## src/rtl/pipe_scheduler.sv

```systemverilog
// pipe_scheduler
//   Game-state machine and obstacle stream for Flappy Block. Once per frame
//   tick while running, scrolls every active pipe slot left by SPEED pixels,
//   retires pipes that reach the left edge, flags a score when a pipe crosses
//   BIRD_X, and spawns a new pipe every SPAWN_FRAMES ticks with its gap
//   height taken (clamped) from the external LFSR. Also pulses the LFSR
//   reseed on each IDLE->RUN transition.
//
// Ports
//   clk          system clock, rising edge
//   rst          asynchronous active-low reset
//   frame_tick   one-cycle pulse per video frame
//   start        start / restart request (meaning depends on state)
//   collide      collision reported by the collision logic
//   rand_in      10-bit random value from the LFSR
//   rng_rst      one-cycle reseed pulse to the LFSR
//   state        00 IDLE, 01 RUN, 10 HALT
//   pipe_valid   per-slot occupied flags
//   pipe_x       per-slot left-edge x, slot i at [10i+9:10i]
//   pipe_gap     per-slot gap height, same packing as pipe_x
//   score_pulse  one-cycle pulse when a pipe crosses BIRD_X
module pipe_scheduler #(
    parameter int NPIPES       = 4,
    parameter int SCREEN_W     = 640,
    parameter int SPEED        = 2,
    parameter int SPAWN_FRAMES = 90,
    parameter int BIRD_X       = 160,
    parameter int GAP_MIN      = 20,
    parameter int GAP_MAX      = 147
) (
    input  logic                     clk,
    input  logic                     rst,
    input  logic                     frame_tick,
    input  logic                     start,
    input  logic                     collide,
    input  logic [9:0]               rand_in,
    output logic                     rng_rst,
    output logic [1:0]               state,
    output logic [NPIPES-1:0]        pipe_valid,
    output logic [NPIPES*10-1:0]     pipe_x,
    output logic [NPIPES*10-1:0]     pipe_gap,
    output logic                     score_pulse
);

    localparam int CW = (SPAWN_FRAMES > 1) ? $clog2(SPAWN_FRAMES) : 1;
    localparam logic [CW-1:0] CNT_LAST = CW'(SPAWN_FRAMES - 1);
    localparam logic [9:0] SCREEN_C  = 10'(SCREEN_W);
    localparam logic [9:0] SPEED_C   = 10'(SPEED);
    localparam logic [9:0] BIRD_C    = 10'(BIRD_X);
    localparam logic [9:0] GAP_MIN_C = 10'(GAP_MIN);
    localparam logic [9:0] GAP_MAX_C = 10'(GAP_MAX);

    typedef enum logic [1:0] {
        S_IDLE = 2'b00,
        S_RUN  = 2'b01,
        S_HALT = 2'b10
    } state_t;

    state_t            state_reg, state_next;
    logic [NPIPES-1:0] valid_reg, valid_next;
    logic [9:0]        x_reg    [NPIPES];
    logic [9:0]        x_next   [NPIPES];
    logic [9:0]        gap_reg  [NPIPES];
    logic [9:0]        gap_next [NPIPES];
    logic [CW-1:0]     cnt_reg, cnt_next;
    logic              rng_rst_reg, rng_rst_next;
    logic              score_reg, score_next;

    logic [9:0]        gap_clamped;
    logic              spawn_due;
    logic              placed;

    assign gap_clamped = (rand_in < GAP_MIN_C) ? GAP_MIN_C :
                         (rand_in > GAP_MAX_C) ? GAP_MAX_C : rand_in;
    assign spawn_due   = (cnt_reg == CNT_LAST);

    always_comb begin
        state_next   = state_reg;
        valid_next   = valid_reg;
        cnt_next     = cnt_reg;
        rng_rst_next = 1'b0;
        score_next   = 1'b0;
        placed       = 1'b0;
        for (int i = 0; i < NPIPES; i++) begin
            x_next[i]   = x_reg[i];
            gap_next[i] = gap_reg[i];
        end

        case (state_reg)
            S_IDLE: begin
                valid_next = '0;
                // Preload so the very first tick in RUN spawns a pipe.
                cnt_next   = CNT_LAST;
                if (start) begin
                    state_next   = S_RUN;
                    rng_rst_next = 1'b1;
                end
            end

            S_RUN: begin
                if (collide) begin
                    // Collision wins over a same-cycle tick: freeze everything.
                    state_next = S_HALT;
                end else if (frame_tick) begin
                    // Move / retire existing pipes from the pre-tick state.
                    for (int i = 0; i < NPIPES; i++) begin
                        if (valid_reg[i]) begin
                            if (x_reg[i] >= SPEED_C) begin
                                x_next[i] = x_reg[i] - SPEED_C;
                                if ((x_reg[i] >= BIRD_C) && ((x_reg[i] - SPEED_C) < BIRD_C))
                                    score_next = 1'b1;
                            end else begin
                                valid_next[i] = 1'b0;
                            end
                        end
                    end

                    cnt_next = spawn_due ? '0 : cnt_reg + 1'b1;

                    // Spawn into the lowest free slot after retirement; the
                    // new pipe is not moved this tick. Dropped if none free.
                    if (spawn_due) begin
                        for (int i = 0; i < NPIPES; i++) begin
                            if (!placed && !valid_next[i]) begin
                                valid_next[i] = 1'b1;
                                x_next[i]     = SCREEN_C;
                                gap_next[i]   = gap_clamped;
                                placed        = 1'b1;
                            end
                        end
                    end
                end
            end

            S_HALT: begin
                if (start) begin
                    state_next = S_IDLE;
                    valid_next = '0;
                end
            end

            default: begin
                state_next = S_IDLE;
                valid_next = '0;
            end
        endcase
    end

    always_ff @(posedge clk or negedge rst) begin
        if (!rst) begin
            state_reg   <= S_IDLE;
            valid_reg   <= '0;
            cnt_reg     <= '0;
            rng_rst_reg <= 1'b0;
            score_reg   <= 1'b0;
            for (int i = 0; i < NPIPES; i++) begin
                x_reg[i]   <= '0;
                gap_reg[i] <= '0;
            end
        end else begin
            state_reg   <= state_next;
            valid_reg   <= valid_next;
            cnt_reg     <= cnt_next;
            rng_rst_reg <= rng_rst_next;
            score_reg   <= score_next;
            for (int i = 0; i < NPIPES; i++) begin
                x_reg[i]   <= x_next[i];
                gap_reg[i] <= gap_next[i];
            end
        end
    end

    assign state       = state_reg;
    assign pipe_valid  = valid_reg;
    assign rng_rst     = rng_rst_reg;
    assign score_pulse = score_reg;

    for (genvar gi = 0; gi < NPIPES; gi++) begin : g_pack
        assign pipe_x[gi*10 +: 10]   = x_reg[gi];
        assign pipe_gap[gi*10 +: 10] = gap_reg[gi];
    end

endmodule

```

## config.mk

```make
export PLATFORM = sky130hd
export DESIGN_NAME = pipe_scheduler
export DESIGN_NICKNAME = d
export VERILOG_FILES = /design/src/rtl/pipe_scheduler.sv
export SDC_FILE = /design/constraint.sdc
export NUM_CORES = 1
export LEC_CHECK = 0
export ABC_AREA = 1
export CORE_ASPECT_RATIO = 0.5
export CORE_UTILIZATION = 52
export DETAILED_ROUTE_END_ITERATION = 10
export PLACE_DENSITY_LB_ADDON = 0.1
export SLEW_MARGIN = 20
export SYNTH_ARGS = -nofsm -noshare
export SYNTH_HDL_FRONTEND = slang
export SYNTH_SLANG_ARGS = --single-unit
```

## constraint.sdc

```tcl
create_clock -name clk -period 2.5 [get_ports clk]
set_clock_uncertainty 0.15 [all_clocks]
set_input_delay 0.75 -clock clk [delete_from_list [all_inputs] [get_ports clk]]
set_output_delay 0.75 -clock clk [all_outputs]
set_load 0.02 [all_outputs]
```

==> run_results.csv, run 1 <==
group,metric,value,unit
global_routing,antenna_found_initial,0,
global_routing,grt_max_degree,34,
status,outcome,"finished, final reports clean",
detailed_routing,drt_first_iter_violations,231,
floorplanning,boundaryPins,103,
synthesis,synth_top_area_share,46.37,%
synthesis,yosysTopAreaCell,"dfrtp_1",
detailed_routing,wl,11930,µm
sta,hold_viol,0,
worst_setup_path,slowest_delay,0.66,ns
floorplanning,dieWidth,139.4,µm
pwr,internal_power,3.765,mW
clock_tree,ctsResizeCount,0,
detailed_routing,ant_nets,0,
floorplanning,initial_core_util,55.06,%
pwr,power_frac_clock,20.1,%
sta,post-route-period-util,96.11,%
place,placed_cell_area,6186,µm²
detailed_routing,drt_pass1_iterations,5,
sta,worst_slack,0.09718,ns
run,drv_cap,0,
floorplanning,die_area,9860,µm²
place,port_buffers,98,
place,post-place-ws,-0.09952,ns
sta,rsz0062_at_grt,"false",
pwr,seqPwrFrac,34.4,%
synthesis,syn_avg_cell_area,7.845,µm²
pwr,p_per_area,1009,nW/µm²
detailed_routing,route.vias.total,4497,
floorplanning,row_count,24,
synthesis,synthSimpleGateAreaFrac,27.44,%
synthesis,synth_top_family_by_area,"simple AND/OR/NAND/NOR gates",
global_routing,gr-usage-all-layers,26.48,%
sta,slew_viol_final,0,
synthesis,ys_ff_latch,91,
synthesis,synth_ff_type,"dfrtp_1",
sta,setup_viol,0,
sta,slew_headroom,60.18,%
worst_setup_path,worstPathRequired,1.60,ns
synthesis,syn_area,4911,µm²
finish,n_antenna_cell,0,
worst_setup_path,crit_path_top_delay_cell,"clkdlybuf4s50_1",
finish,fin_cells,873,
place,place_congestion,0.8395,
worst_setup_path,crit_chain,"clkdlybuf4s50_1",
clock_tree,cts_hold_buffers,0,
pwr,p_sw,2.761,mW
global_routing,grt_pass1_wl,20420,µm
place,post-dp-hpwl,8654,µm
worst_setup_path,cpLargestDelayFamily,"buffers and inverters",
place,dp_cells,857,
clock_tree,clk_pin_slew,0.07,ns
finish,largest_reg_flops,40,
detailed_routing,wl_per_cell,13.67,µm
synthesis,synth_compound_area_share,13.48,%
synthesis,synth_commonest_cells,"nand2_1 (154), dfrtp_1 (91), inv_1 (88)",
detailed_routing,via_per_inst,5.151,
pwr,p_total,6.526,mW
pwr,power_frac_comb,45.5,%
global_routing,grt-ovfl-total,0,
clock_tree,clk_latency,0.35,ns
pwr,swShare,42.31,%
global_routing,grt_pass1_vias,4229,
finish,drive_gt1_share,11.51,%
floorplanning,dieHeight,70.72,µm
worst_setup_path,crit_fanout,7,
finish,final_cell_area,6469,µm²
worst_setup_path,start_kind,"flip-flop",
floorplanning,core-area,8919,µm²
synthesis,synthMuxAreaShare,0,%
worst_setup_path,path_buf_inv,1,
clock_tree,cts_max_level,3,
synthesis,synth_most_common_cell,"nand2_1",
worst_setup_path,cp-end-kind,"output pin",
clock_tree,cts_buffer_depth,2,
synthesis,seq_area_frac_synth,46.37,%
synthesis,syn_inst,626,
synthesis,async_flop_share,100.0,%
synthesis,synthXorXnorAreaFrac,0.8917,%
sta,tightest_slew,0.5910,ns
clock_tree,cts_setup_buffers,0,
pwr,p_leak,3.180,nW
finish,area_growth_syn_to_layout,31.72,%
synthesis,synth_edf_count,0,
synthesis,synth_area_leaders,"dfrtp_1 (46%), nand2_1 (12%), inv_1 (6.7%)",
clock_tree,numClockSinks,91,
sta,max_freq,0.4162,GHz
clock_tree,cts_tree,"yes",
finish,final_nets,776,
worst_setup_path,crit_arrival,1.50,ns
clock_tree,root_buffer,"clkbuf_16",
synthesis,synth_cell_types,37,
worst_setup_path,crit_type,"flip-flop to output pin",
synthesis,yosysWarnings,0,
pwr,ir_drop,0.0007490,V
sta,finalCriticalPeriod,2.403,ns
hold_path,hold_class,"input port to asynchronous set/reset pin",
detailed_routing,drc,0,
clock_tree,cts-buffers-inserted,9,
synthesis,synth_fa_ha_area_share,2.548,%
## power by group through the flow
stage / sequential [mW] / clock, mW / combinational (mW)
global route: 2.29 / 1.41 / 3.28
finish: 2.24 / 1.31 / 2.97
CTS: 2.24 / 1.33 / 2.98
detailed placement: 2.25 / 0 / 2.95
floorplan: 2.62 / 0 / 1.35
global placement: 2.25 / 0 / 2.87
## cells in the final DEF (no fill, tap or decap), types with 10 or more instances in the layout
cell type	Yosys	routed
o21ai_0	53	53
inv_1	88	88
ha_1	10	10
buf_4	7	24
a21oi_1	19	19
dfrtp_1	91	91
nand2_1	154	154
nand3_1	38	38
o21ai_1	10	10
nor2_1	71	71
clkdlybuf4s50_1	0	97
## path summary, 6_finish.rpt
path                       slack (ns)      endpoint  cells past startpoint          from
setup reg to reg                 0.44    pipe_x[33]                     10     pipe_x[6]
min in group clk                 0.33  pipe_gap[33]                      2  pipe_gap[33]
setup / recovery                  0.1    pipe_x[35]                      1    pipe_x[35]
hold reg to reg                  0.33  pipe_gap[33]                      2  pipe_gap[33]
hold / removal                   0.17     pipe_x[3]                      1           rst
max in group asynchronous        1.28  pipe_gap[24]                      2           rst
## layout make-up
cell class | count | area, µm²
fillers | 700 | 2450
flip-flops and latches | 91 | 2277
multi-input cells | 431 | 2193
repair buffers | 124 | 1211
inverters | 94 | 357.8
clock buffers | 9 | 225.2
well taps | 117 | 146.4
clock inverters | 7 | 57.56
## stage by stage
stage	util, %	hold slack [ns]	setup TNS [ns]
floorplan	-	0.3044	0
finish	72.53	0.1748	0
global placement	69.36	0.3144	-0.3328
CTS	72.53	0.1796	0
global route	72.53	0.1938	0
detailed placement	69.36	0.3216	-2.192
## cells by family after synthesis
group / count (synthesis)
xor gates and xnor gates: 5
other: 1
buffers and inverters: 107
adders and majority gates: 10
AOI/OAI and AO/OA: 114
and+or+nand+nor: 298
DFF: 91
## layer usage
metal | vias to the layer above | routed length (µm) | global-route usage [%]
met4 | 0 | 165 | 8.148
met1 | 2100 | 5449 | 34.91
li1 | 2241 | - | -
met2 | 136 | 5285 | 41.49
met5 | - | 0 | 0
met3 | 20 | 1030 | 9.208
No activity file was read; power rests on OpenSTA's default activity.
==> inputs of run 2 (changes only) <==
--- a/config.mk
+++ b/config.mk
@@ -5,9 +5,8 @@
 export SDC_FILE = /design/constraint.sdc
 export NUM_CORES = 1
 export LEC_CHECK = 0
-export ABC_AREA = 1
 export CORE_ASPECT_RATIO = 0.5
-export CORE_UTILIZATION = 52
+export CORE_UTILIZATION = 51
 export DETAILED_ROUTE_END_ITERATION = 10
 export PLACE_DENSITY_LB_ADDON = 0.1
 export SLEW_MARGIN = 20
==> run 2 against run 1 <==
Compared with the run above:
- sequential cell count unchanged
- clock-buffer cell count grew 1
- maximum frequency fell by 3.4%
- clock power grew 5%
- final cell count decreased by 11%
- sequential power decreased by 16%
- first-iteration DRC count increased by 16%
==> run_results.csv, run 2 <==
group,metric,value,unit
status,outcome,"finished, final reports clean",
place,place_congestion,0.9334,
synthesis,seq_area_frac_synth,49.88,%
synthesis,synth_commonest_cells,"dfrtp_1 (91), nand2_1 (67), o21ai_0 (51)",
clock_tree,clk_pin_slew,0.07,ns
synthesis,async_flop_share,100.0,%
detailed_routing,via_per_inst,5.597,
place,placed_cell_area,6160,µm²
worst_setup_path,r2r-end,"pipe_gap[19]",
finish,drive_gt1_share,19.49,%
worst_setup_path,worstRegToRegCells,6,
pwr,ir_drop,0.0005720,V
detailed_routing,wl,12740,µm
finish,final_cell_mix,"clkdlybuf4s50_1 (95), dfrtp_1 (85), buf_4 (68)",
synthesis,yosysWarnings,0,
sta,post-route-period-util,99.44,%
finish,n_antenna_cell,0,
global_routing,gr-usage-all-layers,27.80,%
clock_tree,cts_tree,"yes",
pwr,internal_power,3.454,mW
detailed_routing,drc,0,
pwr,p_per_area,817.2,nW/µm²
finish,nFillCells,564,
synthesis,synth_top_area_share,49.88,%
synthesis,synth_ff_type,"dfrtp_1",
global_routing,grt_max_degree,36,
pwr,power_frac_comb,39.9,%
pwr,p_sw,1.974,mW
detailed_routing,drt_first_iter_violations,268,
sta,max_freq,0.4022,GHz
synthesis,syn_inst,497,
finish,area_growth_syn_to_layout,45.49,%
clock_tree,cts_max_level,3,
pwr,p_leak,2.959,nW
floorplanning,core-area,8346,µm²
global_routing,grt_pass1_wl,19800,µm
place,post-dp-hpwl,8745,µm
synthesis,syn_avg_cell_area,9.186,µm²
global_routing,antenna_found_initial,0,
sta,worst_slack,0.01389,ns
clock_tree,numClockSinks,91,
hold_path,hold_class,"input port to asynchronous set/reset pin",
finish,multi_input_area,2232,µm²
worst_setup_path,crit_arrival,2.58,ns
sta,slew_headroom,65.35,%
clock_tree,cts-buffers-inserted,9,
finish,final_nets,687,
pwr,swShare,36.37,%
worst_setup_path,start_kind,"flip-flop",
worst_setup_path,crit_type,"flip-flop to flip-flop",
detailed_routing,route.vias.total,4360,
finish,fin_cells,779,
sta,slew_viol_final,0,
finish,final_common_cell,"clkdlybuf4s50_1",
sta,finalCriticalPeriod,2.486,ns
sta,hold_viol,0,
synthesis,synth_most_common_cell,"dfrtp_1",
floorplanning,initial_core_util,54.71,%
clock_tree,root_buffer,"clkbuf_16",
run,drv_cap,0,
pwr,seqPwrFrac,34.7,%
clock_tree,clk_latency,0.34,ns
synthesis,synth_cell_types,58,
worst_setup_path,worstPathRequired,2.59,ns
pwr,power_frac_clock,25.4,%
place,port_buffers,98,
finish,regArea,2285,µm²
sta,tightest_slew,0.5187,ns
worst_setup_path,crit_fanout,5,
worst_setup_path,timing.rr.start,"pipe_x[14]",
floorplanning,dieHeight,68.91,µm
worst_setup_path,r2r_slack,0.01,ns
finish,final_cell_area,6643,µm²
sta,holdWs,0.1616,ns
global_routing,grt_pass1_vias,3988,
worst_setup_path,cp-end-kind,"flip-flop",
finish,largest_reg_flops,40,
floorplanning,die_area,9358,µm²
place,post-place-ws,-0.4758,ns
sta,rsz0062_at_grt,"true",
global_routing,grt-ovfl-total,0,
synthesis,synth_edf_count,0,
detailed_routing,ant_nets,0,
floorplanning,boundaryPins,103,
place,dp_cells,756,
synthesis,yosysTopAreaCell,"dfrtp_1",
detailed_routing,wl_per_cell,16.35,µm
sta,setup_viol,0,
synthesis,ys_ff_latch,91,
floorplanning,row_count,23,
floorplanning,dieWidth,135.8,µm
synthesis,synth_area_leaders,"dfrtp_1 (50%), o21ai_0 (5.6%), nand2_1 (5.5%)",
detailed_routing,drt_pass1_iterations,6,
synthesis,syn_area,4566,µm²
clock_tree,cts_buffer_depth,2,
==> run 2: layout make-up <==
class	count	area share (%)
clock buffers	10	3.447
clock inverters	6	1.036
inverters	16	0.9041
multi-input cells	368	33.60
flip-flops and latches	91	34.39
well taps	112	2.110
repair buffers	176	24.51
==> run 2: cells by family (layout without fill, tap and decap cells) <==
kind of cell	count (synthesis)	after routing	synth area share [%]
AND/OR/NAND/NOR	205	205	22.03
AO/OA/AOI/OAI	136	136	18.55
flip-flops	91	91	49.88
buffers and inverters	41	208	4.138
XOR/XNOR	11	11	2.110
adder cells (fa/ha/maj)	10	10	2.740
multiplexers	2	2	0.4659
other	1	4	0.08214
==> run 2: how the worst max path moves through the flow <==
| stage | from | depth (start not counted) | end |
|---|---|---|---|
| floorplan | pipe_x[1] | 7 | pipe_x[37] |
| global placement | collide | 6 | pipe_gap[18] |
| detailed placement | collide | 7 | pipe_x[25] |
| CTS | collide | 8 | pipe_x[37] |
| global route | pipe_x[14] | 9 | pipe_x[19] |
| finish | pipe_x[14] | 6 | pipe_gap[19] |
==> run 2: critical path, cell delays in order (launching register included) <==
cell     delay (ns)
dfrtp_2        0.40
or4_4          0.57
buf_6          0.14
o41a_1         0.42
or3_4          0.40
buf_6          0.15
and2_1         0.15
==> run 2: power groups by stage <==
| stage | Clock (mW) | Combinational, mW | Sequential [mW] |
|---|---|---|---|
| after floorplan | 0 | 0.875 | 2.14 |
| after global placement | 0 | 1.97 | 1.88 |
| after detailed placement | 0 | 2.02 | 1.89 |
| after CTS | 1.39 | 2.07 | 1.87 |
| after global routing | 1.46 | 2.34 | 1.91 |
| final | 1.38 | 2.16 | 1.89 |
==> run 2: what timing repair did <==
item / 4_1_cts / 5_1_grt
endpoints found under the setup margin: 53 / 46
setup buffers: 1 / 4
gates cloned: 0 / 2
pin swaps: 2 / 7
hold buffers: 0 / 0
resized for setup: 6 / 31
==> run 2: metal layers <==
layer	wire length [µm]	up-vias	global-route usage [%]
met2	5940	139	44.90
met4	80	0	5.056
met1	5803	2130	37.43
li1	-	2078	-
met3	914	13	8.626
met5	0	-	0
==> run 2: through the flow <==
| stage | TNS (ns) | util, % | total power [mW] |
|---|---|---|---|
| 5_1_grt | -0.1117 | 79.60 | 5.708 |
| 4_1_cts | 0 | 77.86 | 5.341 |
| 3_5_place_dp | -22.27 | 73.81 | 3.904 |
| 2_1_floorplan | -0.7848 | - | 3.016 |
| 3_3_place_gp | -19.83 | 73.81 | 3.855 |
| 6_report | 0 | 79.60 | 5.428 |
==> inputs of run 3 (changes only) <==
--- a/config.mk
+++ b/config.mk
@@ -8,6 +8,7 @@
 export CORE_ASPECT_RATIO = 0.5
 export CORE_UTILIZATION = 51
 export DETAILED_ROUTE_END_ITERATION = 10
+export MAX_ROUTING_LAYER = met4
 export PLACE_DENSITY_LB_ADDON = 0.1
 export SLEW_MARGIN = 20
 export SYNTH_ARGS = -nofsm -noshare
==> run 3 against run 2 <==
Compared with the run above:
- non-clock buffer count is the same
- setup slack worse by 0.0066 ns
- critical path depth rose by 1
- combinational power hardly changed
- largest cell class unchanged
==> run_results.csv, run 3 (synthesized netlist as in run 2, its figures left out) <==
group,metric,value,unit
global_routing,grt_pass1_wl,19770,µm
worst_setup_path,start_kind,"flip-flop",
floorplanning,row_count,23,
finish,largest_reg_flops,40,
global_routing,grt_pass1_vias,4000,
sta,hold_viol,0,
worst_setup_path,crit_type,"flip-flop to flip-flop",
status,outcome,"finished, final reports clean",
sta,finalCriticalPeriod,2.493,ns
pwr,ir_drop,0.0005570,V
clock_tree,cts_hold_buffers,0,
floorplanning,dieWidth,135.8,µm
sta,post-route-period-util,99.71,%
worst_setup_path,cp-end-kind,"flip-flop",
clock_tree,clk_latency,0.34,ns
clock_tree,root_buffer,"clkbuf_16",
place,port_buffers,98,
place,post-place-ws,-0.4758,ns
detailed_routing,drc,0,
detailed_routing,drt_pass1_iterations,4,
clock_tree,cts_max_level,3,
global_routing,gr-usage-all-layers,28.61,%
finish,final_nets,687,
clock_tree,cts_buffer_depth,2,
finish,final_cell_mix,"clkdlybuf4s50_1 (95), dfrtp_1 (85), buf_4 (69)",
finish,final_common_cell,"clkdlybuf4s50_1",
detailed_routing,wl_per_cell,16.30,µm
floorplanning,die_area,9358,µm²
pwr,p_per_area,816.9,nW/µm²
clock_tree,cts_tree,"yes",
finish,n_antenna_cell,0,
worst_setup_path,cp-startpoint,"pipe_x[14]",
worst_setup_path,worstRegToRegCells,7,
place,place_congestion,0.9500,
finish,fin_cells,779,
finish,drive_gt1_share,20.39,%
clock_tree,clk_pin_slew,0.07,ns
place,post-dp-hpwl,8745,µm
run,drv_cap,0,
detailed_routing,route.vias.total,4361,
finish,nFillCells,572,
sta,worst_slack,0.007251,ns
sta,slew_viol_final,0,
finish,utilization,79.67,%
detailed_routing,via_per_inst,5.598,
detailed_routing,ant_nets,0,
worst_setup_path,timing.rr.start,"pipe_x[14]",
worst_setup_path,r2r_slack,0.007,ns
sta,rsz0062_at_grt,"true",
floorplanning,boundaryPins,103,
detailed_routing,wl,12700,µm
clock_tree,numClockSinks,91,
detailed_routing,drt_first_iter_violations,294,
global_routing,grt_max_degree,36,
pwr,p_leak,2.962,nW
worst_setup_path,worstPathRequired,2.58,ns
floorplanning,dieHeight,68.91,µm
hold_path,hold_class,"input port to asynchronous set/reset pin",
worst_setup_path,crit_arrival,2.57,ns
global_routing,grt-ovfl-total,0,
place,dp_cells,756,
floorplanning,core-area,8346,µm²
worst_setup_path,crit_fanout,9,
floorplanning,initial_core_util,54.71,%
global_routing,antenna_found_initial,0,
finish,area_growth_syn_to_layout,45.63,%
sta,setup_viol,0,
clock_tree,cts-buffers-inserted,9,
sta,max_freq,0.4012,GHz
==> run 3: repair_timing <==
action                     in CTS  in global routing
pin swaps                       2                 10
setup endpoints to repair      53                 46
resized for setup               6                 37
hold endpoints to repair        0                  0
cloned                          0                  2
buffers inserted                1                  5
==> run 3: through the flow <==
stage	setup TNS [ns]	area (µm²)	total power, mW	hold slack, ns
2_1_floorplan	-0.7848	4639	3.016	0.3044
3_3_place_gp	-19.83	6160	3.855	0.3097
3_5_place_dp	-22.27	6160	3.904	0.3200
4_1_cts	0	6497	5.341	0.1720
5_1_grt	-0.1283	6649	5.710	0.1882
6_report	0	6649	5.432	0.1616
==> run 3: power breakdown <==
| part | switching [mW] | leakage [nW] | total, mW | internal (mW) |
|---|---|---|---|---|
| Sequential | 0.191 | 1.20 | 1.89 | 1.69 |
| Combinational | 1.19 | 1.62 | 2.17 | 0.981 |
| Clock | 0.589 | 0.144 | 1.37 | 0.785 |
| Total | 1.97 | 2.96 | 5.43 | 3.46 |
==> run 3: cell type report <==
type / instances / area (µm²) / area share, %
multi-input combinational: 368 / 2242 / 33.72
inverter: 16 / 60.06 / 0.9033
clock buffer: 10 / 229.0 / 3.444
sequential: 91 / 2285 / 34.36
timing repair buffer: 176 / 1624 / 24.43
tap: 112 / 140.1 / 2.108
clock inverter: 6 / 68.82 / 1.035
==> run 3: worst paths after layout <==
kind,to
min,score_pulse
max,pipe_gap[13]
max reg2reg,pipe_gap[13]
max in group asynchronous,pipe_x[1]
min reg2reg,pipe_gap[3]
min in group clk,pipe_gap[3]
==> run 3: worst max-delay path, stage by stage, from the launching register on <==
cell	delay [ns]
dfrtp_2	0.40
or4_4	0.55
buf_6	0.14
o41a_1	0.42
or3_4	0.44
buf_6	0.16
nand2_1	0.06
o21ai_1	0.06
==> run 3: layer usage <==
metal	track usage [%]	vias up	wire (µm)
li1	-	2081	-
met1	37.85	2135	5963
met2	44.83	139	5876
met3	7.822	6	827
met4	5.056	0	27
met5	-	-	0
